## src/rtl/hmr_pkg.sv

```systemverilog
// Shared definitions for the HMR redundancy controllers: mode encoding reported on state_o
// and the watchdog width helper.
package hmr_pkg;

    localparam int unsigned StateWidth = 3;

    typedef enum logic [StateWidth-1:0] {
        StIndep  = 3'd0,
        StRun    = 3'd1,
        StUnload = 3'd2,
        StReload = 3'd3,
        StRapid  = 3'd4
    } nmr_mode_e;

    // A disabled watchdog (timeout 0) still gets a 1-bit counter so the vector stays legal.
    function automatic int unsigned wd_width(int unsigned timeout);
        return (timeout == 0) ? 1 : $clog2(timeout + 1);
    endfunction

endpackage

```

## src/rtl/hmr_sat_counter.sv

```systemverilog
// Saturating up-counter with synchronous clear; clear has priority over a same-cycle count.
module hmr_sat_counter #(
    parameter int unsigned Width = 8
) (
    input  logic             clk_i,
    input  logic             rst_ni,
    input  logic             en_i,
    input  logic             clear_i,
    output logic [Width-1:0] count_o
);

    logic [Width-1:0] cnt_q, cnt_d;

    always_comb begin
        cnt_d = cnt_q;
        if (clear_i) begin
            cnt_d = '0;
        end else if (en_i && (cnt_q != {Width{1'b1}})) begin
            cnt_d = cnt_q + Width'(1);
        end
    end

    always_ff @(posedge clk_i or negedge rst_ni) begin
        if (!rst_ni) begin
            cnt_q <= '0;
        end else begin
            cnt_q <= cnt_d;
        end
    end

    assign count_o = cnt_q;

endmodule

```

## src/rtl/hmr_nmr_ctrl.sv

```systemverilog
// N-modular-redundancy control FSM for one HMR core group: resynch buffering, per-core
// mismatch counters, unload watchdog and entry/exit of redundant mode.
module hmr_nmr_ctrl
    import hmr_pkg::*;
#(
    parameter int unsigned NumCores      = 3,
    parameter int unsigned CntWidth      = 8,
    parameter int unsigned UnloadTimeout = 0,
    parameter bit          NMRFixed      = 1'b0,
    parameter bit          DefaultInNMR  = NMRFixed,
    parameter bit          RapidRecovery = 1'b0
) (
    input  logic                         clk_i,
    input  logic                         rst_ni,
    input  logic                         nmr_enable_i,
    input  logic                         delay_resynch_i,
    input  logic                         setback_i,
    input  logic                         reload_setback_i,
    input  logic                         rapid_recovery_i,
    input  logic                         synch_req_i,
    input  logic                         force_resynch_i,
    input  logic                         cnt_clear_i,
    input  logic                         single_mismatch_i,
    input  logic [NumCores-1:0]          error_i,
    input  logic                         failure_i,
    input  logic                         sp_store_is_zero_i,
    input  logic                         sp_store_will_be_zero_i,
    input  logic                         fetch_en_i,
    input  logic                         cores_synch_i,
    input  logic                         recovery_finished_i,
    input  logic                         bus_resp_ok_i,
    output logic [NumCores-1:0]          setback_o,
    output logic                         sw_synch_req_o,
    output logic                         sw_resynch_req_o,
    output logic                         grp_in_independent_o,
    output logic                         rapid_recovery_en_o,
    output logic                         recovery_request_o,
    output logic                         bus_hold_o,
    output logic                         resynch_pending_o,
    output logic                         unload_timeout_o,
    output logic [NumCores*CntWidth-1:0] mismatch_cnt_o,
    output logic [StateWidth-1:0]        state_o
);

    localparam int unsigned WdWidth = wd_width(UnloadTimeout);
    localparam logic [WdWidth-1:0] WdLimit = WdWidth'(UnloadTimeout);
    localparam nmr_mode_e ResetState = DefaultInNMR ? StRun : StIndep;

    nmr_mode_e          state_q, state_d;
    logic               pending_q, pending_d;
    logic               cores_synch_q;
    logic               synch_sent_q, resynch_sent_q;
    logic               timeout_q;
    logic [WdWidth-1:0] wd_cnt_q, wd_cnt_d, wd_next;
    logic               wd_fire;
    logic               synch_req, resynch_req;
    logic               rr;
    logic               trigger;

    assign rr      = rapid_recovery_i & RapidRecovery;
    assign trigger = force_resynch_i | single_mismatch_i | pending_q;
    assign wd_next = wd_cnt_q + WdWidth'(1);

    // The counter holds the number of completed UNLOAD cycles; wd_next includes the current one.
    assign wd_cnt_d = (state_q == StUnload) ? wd_next : '0;

    always_comb begin
        state_d            = state_q;
        pending_d          = pending_q;
        setback_o          = '0;
        bus_hold_o         = 1'b0;
        recovery_request_o = 1'b0;
        synch_req          = 1'b0;
        resynch_req        = 1'b0;
        wd_fire            = 1'b0;

        case (state_q)
            StRun: begin
                if (trigger) begin
                    if (rr) begin
                        state_d   = StRapid;
                        pending_d = 1'b0;
                    end else if (!delay_resynch_i) begin
                        state_d   = StUnload;
                        pending_d = 1'b0;
                    end else begin
                        pending_d = 1'b1;
                    end
                end
            end
            StUnload: begin
                resynch_req = 1'b1;
                if (!sp_store_is_zero_i) begin
                    state_d   = StReload;
                    setback_o = {NumCores{setback_i}};
                end
                if ((UnloadTimeout != 0) && (wd_next == WdLimit)) begin
                    wd_fire   = 1'b1;
                    state_d   = StReload;
                    setback_o = '1;
                end
            end
            StReload: begin
                if (sp_store_is_zero_i) begin
                    state_d = StRun;
                end else if ((single_mismatch_i | failure_i) & setback_i & reload_setback_i
                             & ~sp_store_will_be_zero_i) begin
                    setback_o = '1;
                end
            end
            StRapid: begin
                recovery_request_o = 1'b1;
                if (recovery_finished_i) begin
                    state_d = StRun;
                end
            end
            default: ;
        endcase

        if (!NMRFixed) begin
            if ((state_q == StIndep) && nmr_enable_i) begin
                synch_req = synch_req_i;
                if (cores_synch_q) begin
                    if (rr) begin
                        state_d = StRapid;
                    end else begin
                        state_d   = StReload;
                        setback_o = {NumCores{setback_i}};
                    end
                end
            end
            // Leaving redundancy: hold the bus and suppress recovery until the bus drains.
            if ((state_q == StRun) && !nmr_enable_i) begin
                bus_hold_o = 1'b1;
                state_d    = StRun;
                if (bus_resp_ok_i) begin
                    state_d   = StIndep;
                    pending_d = 1'b0;
                    setback_o = setback_i ? {{(NumCores-1){1'b1}}, 1'b0} : '0;
                end
            end
            if (!fetch_en_i) begin
                state_d   = nmr_enable_i ? StRun : StIndep;
                synch_req = 1'b0;
                pending_d = 1'b0;
            end
        end
    end

    always_ff @(posedge clk_i or negedge rst_ni) begin
        if (!rst_ni) begin
            state_q        <= ResetState;
            pending_q      <= 1'b0;
            cores_synch_q  <= 1'b0;
            synch_sent_q   <= 1'b0;
            resynch_sent_q <= 1'b0;
            timeout_q      <= 1'b0;
            wd_cnt_q       <= '0;
        end else begin
            state_q        <= state_d;
            pending_q      <= pending_d;
            cores_synch_q  <= cores_synch_i;
            synch_sent_q   <= synch_req;
            resynch_sent_q <= resynch_req;
            wd_cnt_q       <= wd_cnt_d;
            if (cnt_clear_i) begin
                timeout_q <= 1'b0;
            end else if (wd_fire) begin
                timeout_q <= 1'b1;
            end
        end
    end

    for (genvar i = 0; i < NumCores; i++) begin : g_cnt
        hmr_sat_counter #(
            .Width(CntWidth)
        ) u_cnt (
            .clk_i   (clk_i),
            .rst_ni  (rst_ni),
            .en_i    (single_mismatch_i & error_i[i]),
            .clear_i (cnt_clear_i),
            .count_o (mismatch_cnt_o[i*CntWidth +: CntWidth])
        );
    end

    assign sw_synch_req_o       = synch_req & ~synch_sent_q;
    assign sw_resynch_req_o     = resynch_req & ~resynch_sent_q;
    assign grp_in_independent_o = (state_q == StIndep);
    assign rapid_recovery_en_o  = rr;
    assign resynch_pending_o    = pending_q;
    assign unload_timeout_o     = timeout_q;
    assign state_o              = state_q;

endmodule

```

## config.mk

```make
export PLATFORM = sky130hd
export DESIGN_NAME = hmr_nmr_ctrl
export DESIGN_NICKNAME = d
export VERILOG_FILES = /design/src/rtl/hmr_pkg.sv /design/src/rtl/hmr_sat_counter.sv /design/src/rtl/hmr_nmr_ctrl.sv
export SDC_FILE = /design/constraint.sdc
export NUM_CORES = 1
export LEC_CHECK = 0
export CAP_MARGIN = 20
export CORE_MARGIN = 1.5
export CORE_UTILIZATION = 49
export DETAILED_ROUTE_END_ITERATION = 8
export PLACE_DENSITY = 0.92
export REMOVE_ABC_BUFFERS = 1
export SLEW_MARGIN = 20
export SYNTH_ARGS = -nofsm -noshare
export SYNTH_HDL_FRONTEND = slang
export SYNTH_SLANG_ARGS = --single-unit
```

## constraint.sdc

```tcl
create_clock -name clk_i -period 2.5 [get_ports clk_i]
set_clock_uncertainty 0.1 [all_clocks]
set_input_delay 0.5 -clock clk_i [delete_from_list [all_inputs] [get_ports clk_i]]
set_output_delay 0.5 -clock clk_i [all_outputs]
set_load 0.005 [all_outputs]
```

==> impl_metrics.env, run 1 <==
export IMPL_status="finished, final reports clean"
export IMPL_wl_per_cell_um=14.0
export IMPL_numCtsBuffers=5
export IMPL_drcViolationCount=0
export IMPL_min_from="g_cnt[2].u_cnt.count_o[6]"
export IMPL_worstSkewPairLatency_ns=0.33
export IMPL_busiest_layer="met2"
export IMPL_initial_core_util=0.518
export IMPL_grt_ovfl_total=0
export IMPL_final_setup_worst_slack_ns=0.0647
export IMPL_vias=1679
export IMPL_synth_distinct_cells=48
export IMPL_drive_gt1_frac=0.112
export IMPL_diodes=0
export IMPL_dp_slack_ns=-0.245
export IMPL_grt_pass1_wl_mm=7.25
export IMPL_synth_top_family_by_area="simple AND/OR/NAND/NOR gates"
export IMPL_max_stage_delay_ns=0.41
export IMPL_place_hpwl_mm=3.00
export IMPL_hold_viol_final=0
export IMPL_rr_startpoint="g_cnt[0].u_cnt.count_o[0]"
export IMPL_max_freq_mhz=411
export IMPL_seq_area_um2=776
export IMPL_ios=59
export IMPL_routed_via_density=5.52
export IMPL_synth_seq_area_share=0.445
export IMPL_synth_seq_cells=31
export IMPL_gp_congestion=0.801
export IMPL_synthCells=189
export IMPL_firstDrtPassIters=4
export IMPL_crit_slowest_cell="or3b_4"
export IMPL_hp_class="flop to flop"
export IMPL_crit_required_ns=1.90
export IMPL_core_um2=3360
export IMPL_grtUsageMet2=0.405
export IMPL_cts_tree="built"
export IMPL_nFillCells=266
export IMPL_crit_buf_inv=2
export IMPL_cp_data_arrival_time_ns=1.84
export IMPL_fin_util=0.749
export IMPL_fin_nets=281
export IMPL_drtAntennaViolNets=0
export IMPL_syn_area_um2=1740
export IMPL_yosys_most_used_dff="dfrtp_1"
export IMPL_multiInputGateArea_um2=912
export IMPL_fin_crit_ns=2.44
export IMPL_p_leak_nw=1.11
export IMPL_clock_sinks=31
export IMPL_worstSetupPathType="flop to primary output"
export IMPL_portBuffers=55
export IMPL_grt_use_met1=0.277
export IMPL_clockBufferDepth=2
export IMPL_yosys_area_share_xor_xnor=0.0503
export IMPL_critPathMaxFanout=3
export IMPL_synthAdderAreaFrac=0.0215
export IMPL_use_met3=0.0577
export IMPL_start_kind="flop"
export IMPL_whs_ns=0.428
export IMPL_cap_viol_max_count=0
export IMPL_area_delta_synth_final_pct=44.6
export IMPL_setup_violations=0
export IMPL_grt_pass1_vias=1620
export IMPL_avgSynthCellArea_um2=9.22
export IMPL_synth_edf_count=0
export IMPL_die_w_um=62.6
export IMPL_synthMuxAreaShare=0.0316
export IMPL_async_flop_share=1.00
export IMPL_track_usage=0.229
export IMPL_row_count=21
export IMPL_power_mw=1.16
export IMPL_die_h_um=62.6
export IMPL_synth_compound_area_frac=0.141
export IMPL_endpoint_kind="primary output"
export IMPL_path_cells="or3b_4 > nand3b_1 > buf_4 > nand2_1 > nor3_1 > dlygate4sd2_1"
export IMPL_antenna_found_initial=0
export IMPL_ys_warn_count=0
export IMPL_layout_cells_non_filler=304
export IMPL_crit_family="simple AND/OR/NAND/NOR gates"
export IMPL_fp_dieArea_um2=3920
export IMPL_first_iter_violations=134
export IMPL_worst_ir_drop_vdd_mv=0.354
export IMPL_root_buffer="clkbuf_4"
export IMPL_crit_start="state_o[1]"
export IMPL_synthSimpleGateAreaFrac=0.265
export IMPL_h_tree_depth=2
export IMPL_clk_pin_slew_ns=0.10
export IMPL_dp_cells=293
export IMPL_routed_wl_mm=4.25
export IMPL_power_per_cell_area_nw_per_um2=460
export IMPL_slew_viol_final=0
export IMPL_grt_start_max_net_pins=32
export IMPL_finalCritPeriodShare=0.974
-- Yosys cell counts, types with 5 or more instances --
library cell  instances  area share
nand3_1               7       0.020
nor3_1                6       0.017
o211ai_1              5       0.022
a31oi_1               6       0.022
clkbuf_1              5       0.011
dfrtp_1              31        0.45
nand4_1               6       0.022
nor2_1               32       0.069
xor2_1                6       0.030
nand2_1               7       0.015
inv_1                 7       0.015
-- metal layers --
metal	wire [um]	vias to the layer above
li1	-	826
met1	1810	809
met2	2250	40
met3	152	4
met4	42	0
met5	0	-
-- kinds of logic (layout without fill, tap and decap cells) --
group,Yosys count,count (layout)
buf+inv,17,85
xor+xnor,10,10
simple gates,87,87
mux,5,5
compound gates,35,35
other cells,1,2
flops,31,31
fa+ha+maj,3,3
-- per-stage QoR --
step / setup TNS (ns) / instance area, um2
floorplan: 0 / 1700
global placement: -0.547 / 2390
detailed placement: -0.663 / 2390
CTS: 0 / 2500
global route: -0.0128 / 2520
finish: 0 / 2520
-- registers in the layout, summed over array words and instances (netlist names) --
signal               count
state_o                  3
resynch_pending_o        1
cores_synch_q            1
resynch_sent_q           1
g_cnt.u_cnt.count_o     24
synch_sent_q             1
-- what timing repair did --
| item | in CTS | in global routing |
|---|---|---|
| setup buffers | 1 | 2 |
| pin swaps | 0 | 1 |
| setup endpoints to repair | 4 | 2 |
| hold buffers | 0 | 0 |
| resized for setup | 9 | 1 |
-- power by group --
part,switching (mW),internal (mW)
sequential,0.0130,0.516
clock,0.168,0.236
combinational,0.100,0.125
-- final cells by class --
class,count,share of cell area
Multi-Input combinational cell,142,0.362
Inverter,7,0.0104
Clock buffer,6,0.0204
Tap cell,46,0.0228
Timing Repair Buffer,70,0.263
Clock inverter,2,0.0139
Sequential cell,31,0.308
-- final timing paths --
check                      depth (start not counted)                         to  slack, ns
setup / recovery                                   6               setback_o[0]       0.06
hold reg to reg                                    1  g_cnt[2].u_cnt.count_o[6]       0.43
max in group asynchronous                          2  g_cnt[0].u_cnt.count_o[2]       1.56
min in group asynchronous                          2  g_cnt[2].u_cnt.count_o[5]       0.45
setup reg to reg                                   5  g_cnt[0].u_cnt.count_o[4]       0.80
hold / removal                                     1  g_cnt[2].u_cnt.count_o[6]       0.43
-- layout by cell type (no fill, tap or decap), types with 4 or more instances in the layout --
| cell type | n |
|---|---|
| dlygate4sd2_1 | 4 |
| inv_1 | 7 |
| nor2_1 | 32 |
| buf_4 | 14 |
| nand3_1 | 7 |
| xnor2_1 | 4 |
| mux2i_1 | 4 |
| a31oi_1 | 6 |
| o211ai_1 | 5 |
| a21oi_1 | 4 |
| nand3b_1 | 4 |
| clkbuf_4 | 5 |
| xor2_1 | 6 |
| nand2b_1 | 4 |
| dfrtp_1 | 31 |
| nand2_1 | 7 |
| nor3_1 | 4 |
| nand4_1 | 6 |
| clkdlybuf4s50_1 | 51 |
No activity file was read; power rests on OpenSTA's default activity.
==> run 2, diff against run 1 <==
--- a/config.mk
+++ b/config.mk
@@ -7,9 +7,10 @@
 export LEC_CHECK = 0
 export CAP_MARGIN = 20
 export CORE_MARGIN = 1.5
-export CORE_UTILIZATION = 49
+export CORE_UTILIZATION = 50
+export CTS_BUF_LIST = sky130_fd_sc_hd__clkbuf_2
 export DETAILED_ROUTE_END_ITERATION = 8
-export PLACE_DENSITY = 0.92
+export PLACE_DENSITY = 0.94
 export REMOVE_ABC_BUFFERS = 1
 export SLEW_MARGIN = 20
 export SYNTH_ARGS = -nofsm -noshare
==> run 2 against run 1 <==
Net effect:
- flip-flop and latch count stayed put
- worst hold slack worse by 0.036 ns
- clock power is 44% lower
- die area is 1.9% lower
- cell count stayed put
- clock-buffer cell count stayed put
- register-to-register slack worse by 0.06 ns
- sequential power hardly changed
- combinational power hardly changed
- sequential share of layout area is 0.69 points higher
- critical endpoint is now setback_o[1]
- largest power group unchanged
- highest routed layer unchanged
==> impl_metrics.env, run 2 (synthesis results as in run 1) <==
export IMPL_portBuffers=55
export IMPL_crit_family="buffers and inverters"
export IMPL_worst_ir_drop_vdd_mv=0.273
export IMPL_firstDrtPassIters=4
export IMPL_endpoint_kind="primary output"
export IMPL_p_leak_nw=1.09
export IMPL_max_freq_mhz=425
export IMPL_initial_core_util=0.522
export IMPL_worstSetupPathType="input pin to primary output"
export IMPL_fin_crit_ns=2.35
export IMPL_grt_pass1_vias=1541
export IMPL_antenna_found_initial=0
export IMPL_setup_violations=0
export IMPL_crit_slowest_cell="clkdlybuf4s50_1"
export IMPL_row_count=21
export IMPL_power_per_cell_area_nw_per_um2=397
export IMPL_cts_tree="built"
export IMPL_nFillCells=257
export IMPL_max_stage_delay_ns=0.49
export IMPL_largest_reg_flops=24
export IMPL_grt_pass1_wl_mm=6.69
export IMPL_diodes=0
export IMPL_final_common_cell="clkdlybuf4s50_1"
export IMPL_vias=1698
export IMPL_drcViolationCount=0
export IMPL_cap_viol_max_count=0
export IMPL_die_h_um=62.0
export IMPL_hold_viol_final=0
export IMPL_numCtsBuffers=5
export IMPL_placed_cell_area_um2=2390
export IMPL_status="finished, final reports clean"
export IMPL_gp_congestion=0.872
export IMPL_h_tree_depth=2
export IMPL_grt_ovfl_total=0
export IMPL_routed_wl_mm=4.20
export IMPL_fin_nets=281
export IMPL_critPathMaxFanout=2
export IMPL_rsz0062_at_grt="false"
export IMPL_clock_sinks=31
export IMPL_track_usage=0.236
export IMPL_cp_data_arrival_time_ns=1.75
export IMPL_core_um2=3340
export IMPL_fin_setup_tns_ns=0
export IMPL_drive_gt1_frac=0.120
export IMPL_wl_per_cell_um=13.8
export IMPL_start_kind="input pin"
export IMPL_clockBufferDepth=2
export IMPL_grt_start_max_net_pins=32
export IMPL_path_cells="clkdlybuf4s50_1 > nor2_1 > o21ai_0 > nor3b_2 > o21a_1 > buf_4"
export IMPL_crit_buf_inv=2
export IMPL_slew_viol_final=0
export IMPL_root_buffer="clkbuf_2"
export IMPL_finalCritPeriodShare=0.941
export IMPL_clk_pin_slew_ns=0.15
export IMPL_routed_via_density=5.59
export IMPL_worstSkewPairLatency_ns=0.36
export IMPL_drtAntennaViolNets=0
export IMPL_crit_required_ns=1.90
export IMPL_postLayoutCellArea_um2=2460
export IMPL_hp_class="input pin to async pin"
export IMPL_place_hpwl_mm=3.09
export IMPL_ios=59
export IMPL_first_iter_violations=86
export IMPL_area_delta_synth_final_pct=41.4
export IMPL_fp_dieArea_um2=3850
export IMPL_die_w_um=62.0
export IMPL_most_common_layout_cells="49 x clkdlybuf4s50_1, 32 x nor2_1, 31 x dfrtp_1"
[run 2: changes by cell type in the layout (fill, tap and decap cells not counted), moves of 2 or more]
| cell | delta |
|---|---|
| nor3_2 | -2 |
| clkdlybuf4s50_1 | -2 |
| clkinv_1 | +2 |
| buf_4 | +2 |
| clkbuf_4 | -5 |
| clkbuf_2 | +8 |
[run 2: path summary, 6_finish.rpt]
| check | startpoint | end | slack (ns) | cells past startpoint |
|---|---|---|---|---|
| max | single_mismatch_i | setback_o[1] | 0.15 | 6 |
| min | rst_ni | g_cnt[2].u_cnt.count_o[6] | 0.39 | 2 |
| max reg2reg | state_o[2] | resynch_pending_o | 0.74 | 7 |
| min reg2reg | g_cnt[2].u_cnt.count_o[6] | g_cnt[2].u_cnt.count_o[6] | 0.44 | 1 |
| max in group asynchronous | rst_ni | g_cnt[1].u_cnt.count_o[0] | 1.61 | 2 |
| min in group clk_i | g_cnt[2].u_cnt.count_o[6] | g_cnt[2].u_cnt.count_o[6] | 0.44 | 1 |
[run 2: metal layers]
metal	global-route usage	wire length [um]
met1	0.275	1770
met2	0.412	2230
met3	0.0642	176
met4	0.0851	27
met5	0	0
[run 2: final cells by class]
| cell class | instances | area (um2) | area share |
|---|---|---|---|
| flip-flops and latches | 31 | 776 | 0.315 |
| multi-input cells | 142 | 921 | 0.374 |
| repair buffers | 70 | 647 | 0.262 |
| well taps | 46 | 57.6 | 0.0234 |
| inverters | 7 | 26.3 | 0.0107 |
| clock buffers | 6 | 30.0 | 0.0122 |
| clock inverters | 2 | 7.51 | 0.00305 |
[run 2: repair_timing]
item,4_1_cts,5_1_grt
resized for setup,9,8
pin swaps,3,4
hold endpoints to repair,0,0
setup buffers,4,1
hold buffers,0,0
gates cloned,0,0
endpoints found under the setup margin,4,5
[run 2: per-stage QoR]
stage / utilization / setup WS (ns) / std cells / power, mW / hold slack [ns]
5_1_grt: 0.739 / 0.0226 / 304 / 1.04 / 0.399
4_1_cts: 0.738 / 0.0203 / 305 / 0.984 / 0.397
3_3_place_gp: 0.718 / -0.206 / 293 / 0.744 / 0.395
3_5_place_dp: 0.718 / -0.275 / 293 / 0.750 / 0.406
6_report: 0.739 / 0.147 / 304 / 0.979 / 0.393
2_1_floorplan: - / 0.510 / 180 / 0.615 / 0.104
[run 2: worst register-to-register path, stage by stage, from the launching register on]
cell,delay (ns)
dfrtp_1,0.41
or3b_4,0.39
nand3b_1,0.20
buf_4,0.16
buf_4,0.12
buf_4,0.13
o211ai_1,0.09
nor2_1,0.06
[run 2: power breakdown]
group	leakage [nW]	switching, mW	total, mW	internal, mW
clock network	0.0281	0.158	0.225	0.0672
logic	0.638	0.101	0.224	0.123
registers	0.424	0.0127	0.529	0.517
total	1.09	0.272	0.979	0.707
